### src/rtl/fifo_wr_arbiter.sv
// fifo_wr_arbiter: round-robin arbiter sharing the async FIFO write port among
// NUM_REQ requesters in the w_clk domain. One owner at a time, bursts of at most
// MAX_BURST words, stalls while f_full is high.
// Optional macro WR_ARB_WATERMARK_EN adds wptr/rptr_gray_sync inputs and an
// afull output; while afull is high no new burst is started.
//
// state | meaning
// IDLE  | no owner; pick next requester round-robin from prio_q
// BURST | cur_owner granted while !f_full; ends on last, cap or abandon
module fifo_wr_arbiter #(
    parameter int NUM_REQ    = 4,
    parameter int DATA_WIDTH = 32,
    parameter int ADDR_WIDTH = 9,
    parameter int MAX_BURST  = 8
) (
    input  logic                           w_clk,
    input  logic                           wrst,
    input  logic [NUM_REQ-1:0]             req,
    input  logic [NUM_REQ-1:0]             last,
    input  logic [NUM_REQ*DATA_WIDTH-1:0]  wdata_in,
    input  logic                           f_full,
`ifdef WR_ARB_WATERMARK_EN
    input  logic [ADDR_WIDTH:0]            wptr,
    input  logic [ADDR_WIDTH:0]            rptr_gray_sync,
    output logic                           afull,
`endif
    output logic [NUM_REQ-1:0]             gnt,
    output logic                           w_en,
    output logic [DATA_WIDTH-1:0]          wdata,
    output logic [$clog2(NUM_REQ)-1:0]     cur_owner,
    output logic                           busy
);

    localparam int OW = $clog2(NUM_REQ);
    localparam int CW = (MAX_BURST > 1) ? $clog2(MAX_BURST) : 1;

    typedef enum logic {
        IDLE  = 1'b0,
        BURST = 1'b1
    } state_t;

    state_t          state_q, state_d;
    logic [OW-1:0]   owner_q, owner_d;
    logic [OW-1:0]   prio_q, prio_d;
    logic [CW-1:0]   cnt_q, cnt_d;

    logic [DATA_WIDTH-1:0] din [NUM_REQ];
    logic [OW-1:0]   pick_idx;
    logic [OW-1:0]   cand;
    logic            pick_vld;
    logic            transfer;
    logic            start_ok;
    logic [OW-1:0]   owner_inc;

    for (genvar g = 0; g < NUM_REQ; g++) begin : g_din
        assign din[g] = wdata_in[g*DATA_WIDTH +: DATA_WIDTH];
    end

`ifdef WR_ARB_WATERMARK_EN
    logic                afull_q, afull_d;
    logic [ADDR_WIDTH:0] rptr_bin;
    logic [ADDR_WIDTH:0] level;

    // Gray-to-binary on the synced read pointer, then compare free space to a full burst
    always_comb begin
        rptr_bin = '0;
        for (int i = 0; i <= ADDR_WIDTH; i++) begin
            rptr_bin[i] = ^(rptr_gray_sync >> i);
        end
        level   = wptr - rptr_bin;
        afull_d = (((1 << ADDR_WIDTH) - int'(level)) < MAX_BURST);
    end

    // Watermark flag register
    always_ff @(posedge w_clk or negedge wrst) begin
        if (!wrst) afull_q <= 1'b0;
        else       afull_q <= afull_d;
    end

    assign afull    = afull_q;
    assign start_ok = ~afull_q;
`else
    assign start_ok = 1'b1;
`endif

    // Round-robin search: walk downward so the lowest offset from prio_q wins
    always_comb begin
        pick_idx = prio_q;
        pick_vld = 1'b0;
        cand     = '0;
        for (int i = NUM_REQ - 1; i >= 0; i--) begin
            cand = OW'((int'(prio_q) + i) % NUM_REQ);
            if (req[cand]) begin
                pick_vld = 1'b1;
                pick_idx = cand;
            end
        end
    end

    // Grant, write strobe and data mux for the current owner
    always_comb begin
        gnt      = '0;
        busy     = (state_q == BURST);
        transfer = busy & req[owner_q] & ~f_full;
        if (busy) gnt[owner_q] = ~f_full;
        w_en     = transfer;
        wdata    = transfer ? din[owner_q] : '0;
    end

    assign owner_inc = (owner_q == OW'(NUM_REQ - 1)) ? '0 : owner_q + 1'b1;
    assign cur_owner = owner_q;

    // Next-state logic: start, count, and end bursts
    always_comb begin
        state_d = state_q;
        owner_d = owner_q;
        prio_d  = prio_q;
        cnt_d   = cnt_q;
        case (state_q)
            IDLE: begin
                if (pick_vld && start_ok) begin
                    owner_d = pick_idx;
                    cnt_d   = '0;
                    state_d = BURST;
                end
            end
            BURST: begin
                if (!req[owner_q]) begin
                    state_d = IDLE;
                    prio_d  = owner_inc;
                end else if (transfer) begin
                    cnt_d = cnt_q + 1'b1;
                    if (last[owner_q] || cnt_q == CW'(MAX_BURST - 1)) begin
                        state_d = IDLE;
                        prio_d  = owner_inc;
                    end
                end
            end
            default: state_d = IDLE;
        endcase
    end

    // State and arbitration registers
    always_ff @(posedge w_clk or negedge wrst) begin
        if (!wrst) begin
            state_q <= IDLE;
            owner_q <= '0;
            prio_q  <= '0;
            cnt_q   <= '0;
        end else begin
            state_q <= state_d;
            owner_q <= owner_d;
            prio_q  <= prio_d;
            cnt_q   <= cnt_d;
        end
    end

endmodule
### config.mk
export PLATFORM = sky130hd
export DESIGN_NAME = fifo_wr_arbiter
export DESIGN_NICKNAME = d
export VERILOG_FILES = /design/src/rtl/fifo_wr_arbiter.sv
export SDC_FILE = /design/constraint.sdc
export NUM_CORES = 1
export LEC_CHECK = 0
export CAP_MARGIN = 20
export CELL_PAD_IN_SITES_DETAIL_PLACEMENT = 0
export CELL_PAD_IN_SITES_GLOBAL_PLACEMENT = 1
export CORE_ASPECT_RATIO = 0.75
export CORE_UTILIZATION = 19
export CTS_BUF_LIST = sky130_fd_sc_hd__clkbuf_4 sky130_fd_sc_hd__clkbuf_8 sky130_fd_sc_hd__clkbuf_16
export DETAILED_ROUTE_END_ITERATION = 10
export PLACE_DENSITY_LB_ADDON = 0.1
export SYNTH_ARGS = -nofsm -noshare
export SYNTH_HDL_FRONTEND = slang
export SYNTH_SLANG_ARGS = --single-unit
### constraint.sdc
create_clock -name w_clk -period 2.6 [get_ports w_clk]
set_input_delay 0.26 -clock w_clk [delete_from_list [all_inputs] [get_ports w_clk]]
set_output_delay 0.26 -clock w_clk [all_outputs]
set_load 0.03 [all_outputs]
* Word-level counts from Yosys, hierarchy flattened *
Cells that the tools add are included.

operators by class
  add/sub/neg operators = 5
  eq/ne operators = 7
  reductions and logical operators = 5
  muxes and demuxes = 40
  magnitude comparators = 7
  bitwise gates (word level) = 6

operator list
  kind                                                                                 count
  32-bit 2-to-1 mux                                                                    3
  32-bit binary-select mux with 2-bit select                                           1
  2-bit 2-to-1 mux                                                                     8
  2-bit by 3-bit less-than comparator with 1-bit output, second input constant         5
  1-bit 2-to-1 mux                                                                     15
  1-bit binary-select mux with 2-bit select                                            6
  3-bit 2-to-1 mux                                                                     3
  2-bit inequality test, second input constant                                         3
  3-bit case mux with 2 select lines                                                   1
  3-bit AND reduction                                                                  2
  2-bit by 1-bit adder with 2-bit output, second input constant                        2
  2-bit adder, second input constant                                                   2
  4-bit AND                                                                            1
  4-bit 2-to-1 mux                                                                     1
  2-bit by 1-bit inequality test with 1-bit output, second input constant              2
  3-bit by 1-bit adder with 3-bit output, second input constant                        1
  3-bit == test, second input constant                                                 1
  3-bit greater-or-equal comparator, second input constant                             1
  2-bit inverter with 3-bit output                                                     1
  1-bit AND                                                                            2
  1-bit demux with 2-bit select                                                        1
  2-bit == test, second input constant                                                 1
  2-bit by 1-bit greater-or-equal comparator with 1-bit output, second input constant  1
  1-bit inverter                                                                       2
  4 further kinds                                                                      4

word-level totals
  flip-flop bits (word level) = 8
  output and inout bits = 40
  bits of input ports = 139
  logic and storage cells = 74

* Logic depth before layout (Yosys ltp) *
  word-level depth = 9
  mapped depth = 6
  mapped depth without buffers = 6

* Worst setup path after synthesis *
No wires, ideal clock.

  path type = register -> output
  from = register owner_q[0] (netlist: cur_owner[0])
  to = output port wdata[10]
  slack = 0.494 ns
  stages on the path, launching flop included = 5
  data required time = 2.340 ns
  arrival = 1.846 ns
  cells stage by stage = dfrtp_1 -> buf_6 -> buf_2 -> mux4_2 -> and3_1

on the way
  word-level cells in the longest chain between the ends = 5

ends and longest elaborated chain
  what                                                                                                  RTL line  RTL
  start: declaration                                                                                    43        logic [OW-1:0] owner_q, owner_d;
  start signal: assignment                                                                              152       owner_q <= owner_d;
  1-bit binary-select mux with 2-bit select or 2-bit inverter with 3-bit output (tied branches)         104, 107
  1-bit 2-to-1 mux (implied by the code) or 32-bit binary-select mux with 2-bit select (tied branches)  104, 107
  1-bit AND or 32-bit 2-to-1 mux (tied branches) (2 in a row)                                           104, 107
  32-bit 2-to-1 mux *                                                                                   107       wdata = transfer ? din[owner_q] : '0;
  end: declaration                                                                                      29        output logic [DATA_WIDTH-1:0] wdata,

Every way passes the cells marked *; elsewhere a longest branch is shown, timed or not. The select of a mux whose other input is x is not followed.

* Worst setup path after layout *
  from = input port req[3]
  to = output port w_en

on the way
  word-level cells in the longest chain between the ends = 4

ends and longest elaborated chain
  what                                       RTL line  RTL
  start: declaration                         18        input logic [NUM_REQ-1:0] req,
  1-bit binary-select mux with 2-bit select  104       transfer = busy & req[owner_q] & ~f_full;
  1-bit 2-to-1 mux (implied by the code)     104
  1-bit AND (2 in a row)                     104
  end: declaration                           28        output logic w_en,

Every way passes these cells. The select of a mux whose other input is x is not followed.

==> metrics list <==
- Cell Area, Placed: 3410 sq um
- Remaining Overflow, GRT: 0
* Worst Setup Start Kind: input pin
* Remaining design rule violation count: 0
- In this run the count of I/O pins placed on the die edge is 179.
* Hold Vio Cnt, Final: 0
- Dividing the synthesized area by the synthesized cell count gives 11.1 sq um.
- Final WS setup: 226 ps
- Internal power: 1.34 mW
- Area inside the core boundary: 8020 sq um
- Area of the mapped netlist: 1590 sq um
* P_sw: 1.11 mW
- In the finished design, the share of the clock period the worst path needs comes to 91.3%.
* Routed wire length per instance: 16.7 um
- TritonCTS built the clock tree.
- Row generation in the floorplan step produced 28 rows.
- The flow ran to the end, and the final reports show no timing, DRC or antenna violations.
* Post-DR vias/cell: 4.62
* Non-Filler Cell Area, Final: 3450 sq um
- Post-layout nets: 463
- Most used standard cell by instance count after synthesis: mux4_2
- For the finished layout, the period the worst path requires is 2370 ps.
- Summed over all nets, the half-perimeter wirelength after detailed placement is 5.62 mm.
- Pin count of the biggest net entering global routing: 38
- The finished layout holds 421 standard cells, fillers aside.
* Setup repair after global routing missed its margin: no
- In this run switching power makes up 45.4% of total power.
* Type of the worst setup path: input pin to output port
* Wire length of the first global-routing pass: 10.9 mm
* 1st-iter DRT viols: 79
- At the placement stage, the worst setup path has a slack of 232 ps.
- The post-route netlist has 26.3% of its cells at a drive strength greater than 1.
- Area contributors post-synth: mux4_2 (47%), and3_1 (13%), dfrtp_1 (13%)
- The die is 81.3 um tall.
* Post-layout total power: 2.45 mW
* Area fraction of the dominant cell type after synthesis: 46.6%
* Post-synth cell types: 27
* Synth Instances: 144
- Setup TNS: 0 ps
- Global routing consumed, over all layers together, 16.2% of the routing resources.
- TritonRoute pass-1 iters: 4
- Placer's final routability congestion estimate: 0.761
- Among all flip-flop cells after synthesis, the most frequent one is dfrtp_1.
- Number of enable-type register cells in the synthesized netlist: 0
- # resized after CTS: 0
- The synthesized design contains 8 register bits.
* Via count of the first global-routing pass: 2088
* CTS Root Buffer Type: clkbuf_8
* Post-CTS setup buffer count: 0
- The layout has 766 filler cells.
- IO buf count: 178
* Initial antenna violation count: 0
* Async SR Flop Fraction: 100%
- In this run the remaining antenna-violating nets after routing total 0.
- Biggest area consumer among synthesized cells: mux4_2
- Counting every net in the synthesized netlist gives 289.
- The final layout contains routed wiring with a total length of 7.04 mm.
- The path class of the tightest hold or removal check is input pin to async pin.
- The die covers 8760 sq um.
* Number of diodes: 0
- The final number of max-transition violations came to 0.
- For this block, the via count after detailed routing is 1945.
* Highest clock frequency the design can meet: 0.421 GHz
- For this run, the register share of the synthesized area comes to 12.6%.
- The clock network accounts for 6.2% of the total power.
- From synthesis to final layout, the design area changed by 117%.
* Transition time at the pin with the least slew margin: 637 ps
* Number of hold buffers added after cts: 0
- TritonCTS created 3 clock buffers.
* Cell leakage power: 1.47 nW
* Most numerous cell types in the synthesized netlist: mux4_2 (33), and3_1 (32), clkbuf_1 (10)
- # H-tree levels: 1
* Dpl cells: 418
- Floorplan die width: 108 um
* Clock slew at the register clock pins of the worst setup and hold paths: 40 ps
- For this configuration, the core starts out at a cell density of 19.9%.
- STA classifies the critical path endpoint as an output port.
- For the final database, setup skew stands at 4.85 ps.
- The worst register-to-register path has a depth of 4.
- Final core area utilization: 43.0%
- Slew headroom: 57.5%
- Peak VDD IR: 0.000302 V
* Crit path max fanout: 37
* Part of the power in combinational logic: 82.4%
* CTS max path bufs: 2
- Final setup vio count: 0
* Ys Warns: 0
- Power Density: 709 nW/um^2
- Signal arrival time at the worst endpoint: 2110 ps
* Latest clock arrival within the worst-skew pair: 230 ps
- At the worst endpoint, the required time is 2340 ps.
- Clock tree synthesis found a total of 8 sinks.
- On the final layout, the worst hold slack is 321 ps.
- In this run, flip-flops and latches consume 11.3% of the power.
* Reported max-cap violation count: 0
[cell usage in the layout, fill, tap and decap left out]
cell type and count:
inv_1 5, clkdlybuf4s50_1 145, buf_12 1, nor2_1 5
nor2b_2 1, o21ai_0 5, nand2_1 7, nor2b_1 2
o32ai_1 1, buf_4 38, mux2i_1 1, nand3_1 5
dfrtp_1 6, mux4_2 33, or3_4 1, a31oi_2 1
a22o_1 1, a21oi_1 3, o22ai_1 1, o41ai_1 1
mux2_4 1, and3_1 32, a21bo_2 1, dfrtp_2 2
and2_1 4, mux2_1 2, nor2_2 1, clkbuf_8 3
ha_1 6, o211ai_1 1
[cell type report]
class / instances / area [sq um] / area share [%]
timing repair buffer: 184 / 1760 / 50.9
tap: 105 / 131 / 3.80
inverter: 5 / 18.8 / 0.543
multi-input combinational: 116 / 1300 / 37.7
clock buffer: 3 / 41.3 / 1.20
sequential: 8 / 203 / 5.87
[logic make-up after synthesis]
| family | after synthesis | share of synthesized area (%) |
|---|---|---|
| buffers and inverters | 20 | 5.89 |
| adders and majority gates | 6 | 4.71 |
| and+or+nand+nor | 58 | 20.8 |
| DFF | 8 | 12.6 |
| muxes | 37 | 49.6 |
| AOI/OAI and AO/OA | 15 | 6.44 |
[path summary, 6_finish.rpt]
| check | start | end | slack (ps) |
|---|---|---|---|
| setup / recovery | req[3] | w_en | 230 |
| hold / removal | wrst | prio_q[1]$_DFFE_PN0P_ | 320 |
| setup reg to reg | cur_owner[0]$_DFFE_PN0P_ | prio_q[0]$_DFFE_PN0P_ | 540 |
| hold reg to reg | cnt_q[0]$_DFFE_PN0P_ | cnt_q[0]$_DFFE_PN0P_ | 510 |
| max in group asynchronous | wrst | cur_owner[1]$_DFFE_PN0P_ | 1970 |
| min in group w_clk | cnt_q[0]$_DFFE_PN0P_ | cnt_q[0]$_DFFE_PN0P_ | 510 |
[flip-flops by register name, indices dropped and copies added (netlist names)]
register and count:
cnt_q 3, prio_q 2, cur_owner 2, busy 1
[power by group through the flow]
| stage | logic (mW) | registers, mW | clock network [mW] |
|---|---|---|---|
| final | 2.02 | 0.277 | 0.153 |
| after global placement | 2.05 | 0.281 | 0 |
| after detailed placement | 2.06 | 0.279 | 0 |
| after global routing | 2.19 | 0.288 | 0.162 |
| after floorplan | 1.35 | 0.274 | 0 |
| after CTS | 2.06 | 0.279 | 0.157 |
[metal layers]
layer / global-route usage (%) / routed length (um)
met4: 3.56 / 110
met5: 0 / 0
met3: 3.61 / 677
met1: 19.4 / 2950
met2: 29.6 / 3300
[worst max-delay path: stages]
cell and delay (ps):
clkdlybuf4s50_1 520, mux4_2 830, nand2_1 250, inv_1 60
buf_4 160
Power figures use the tool's default switching activity.
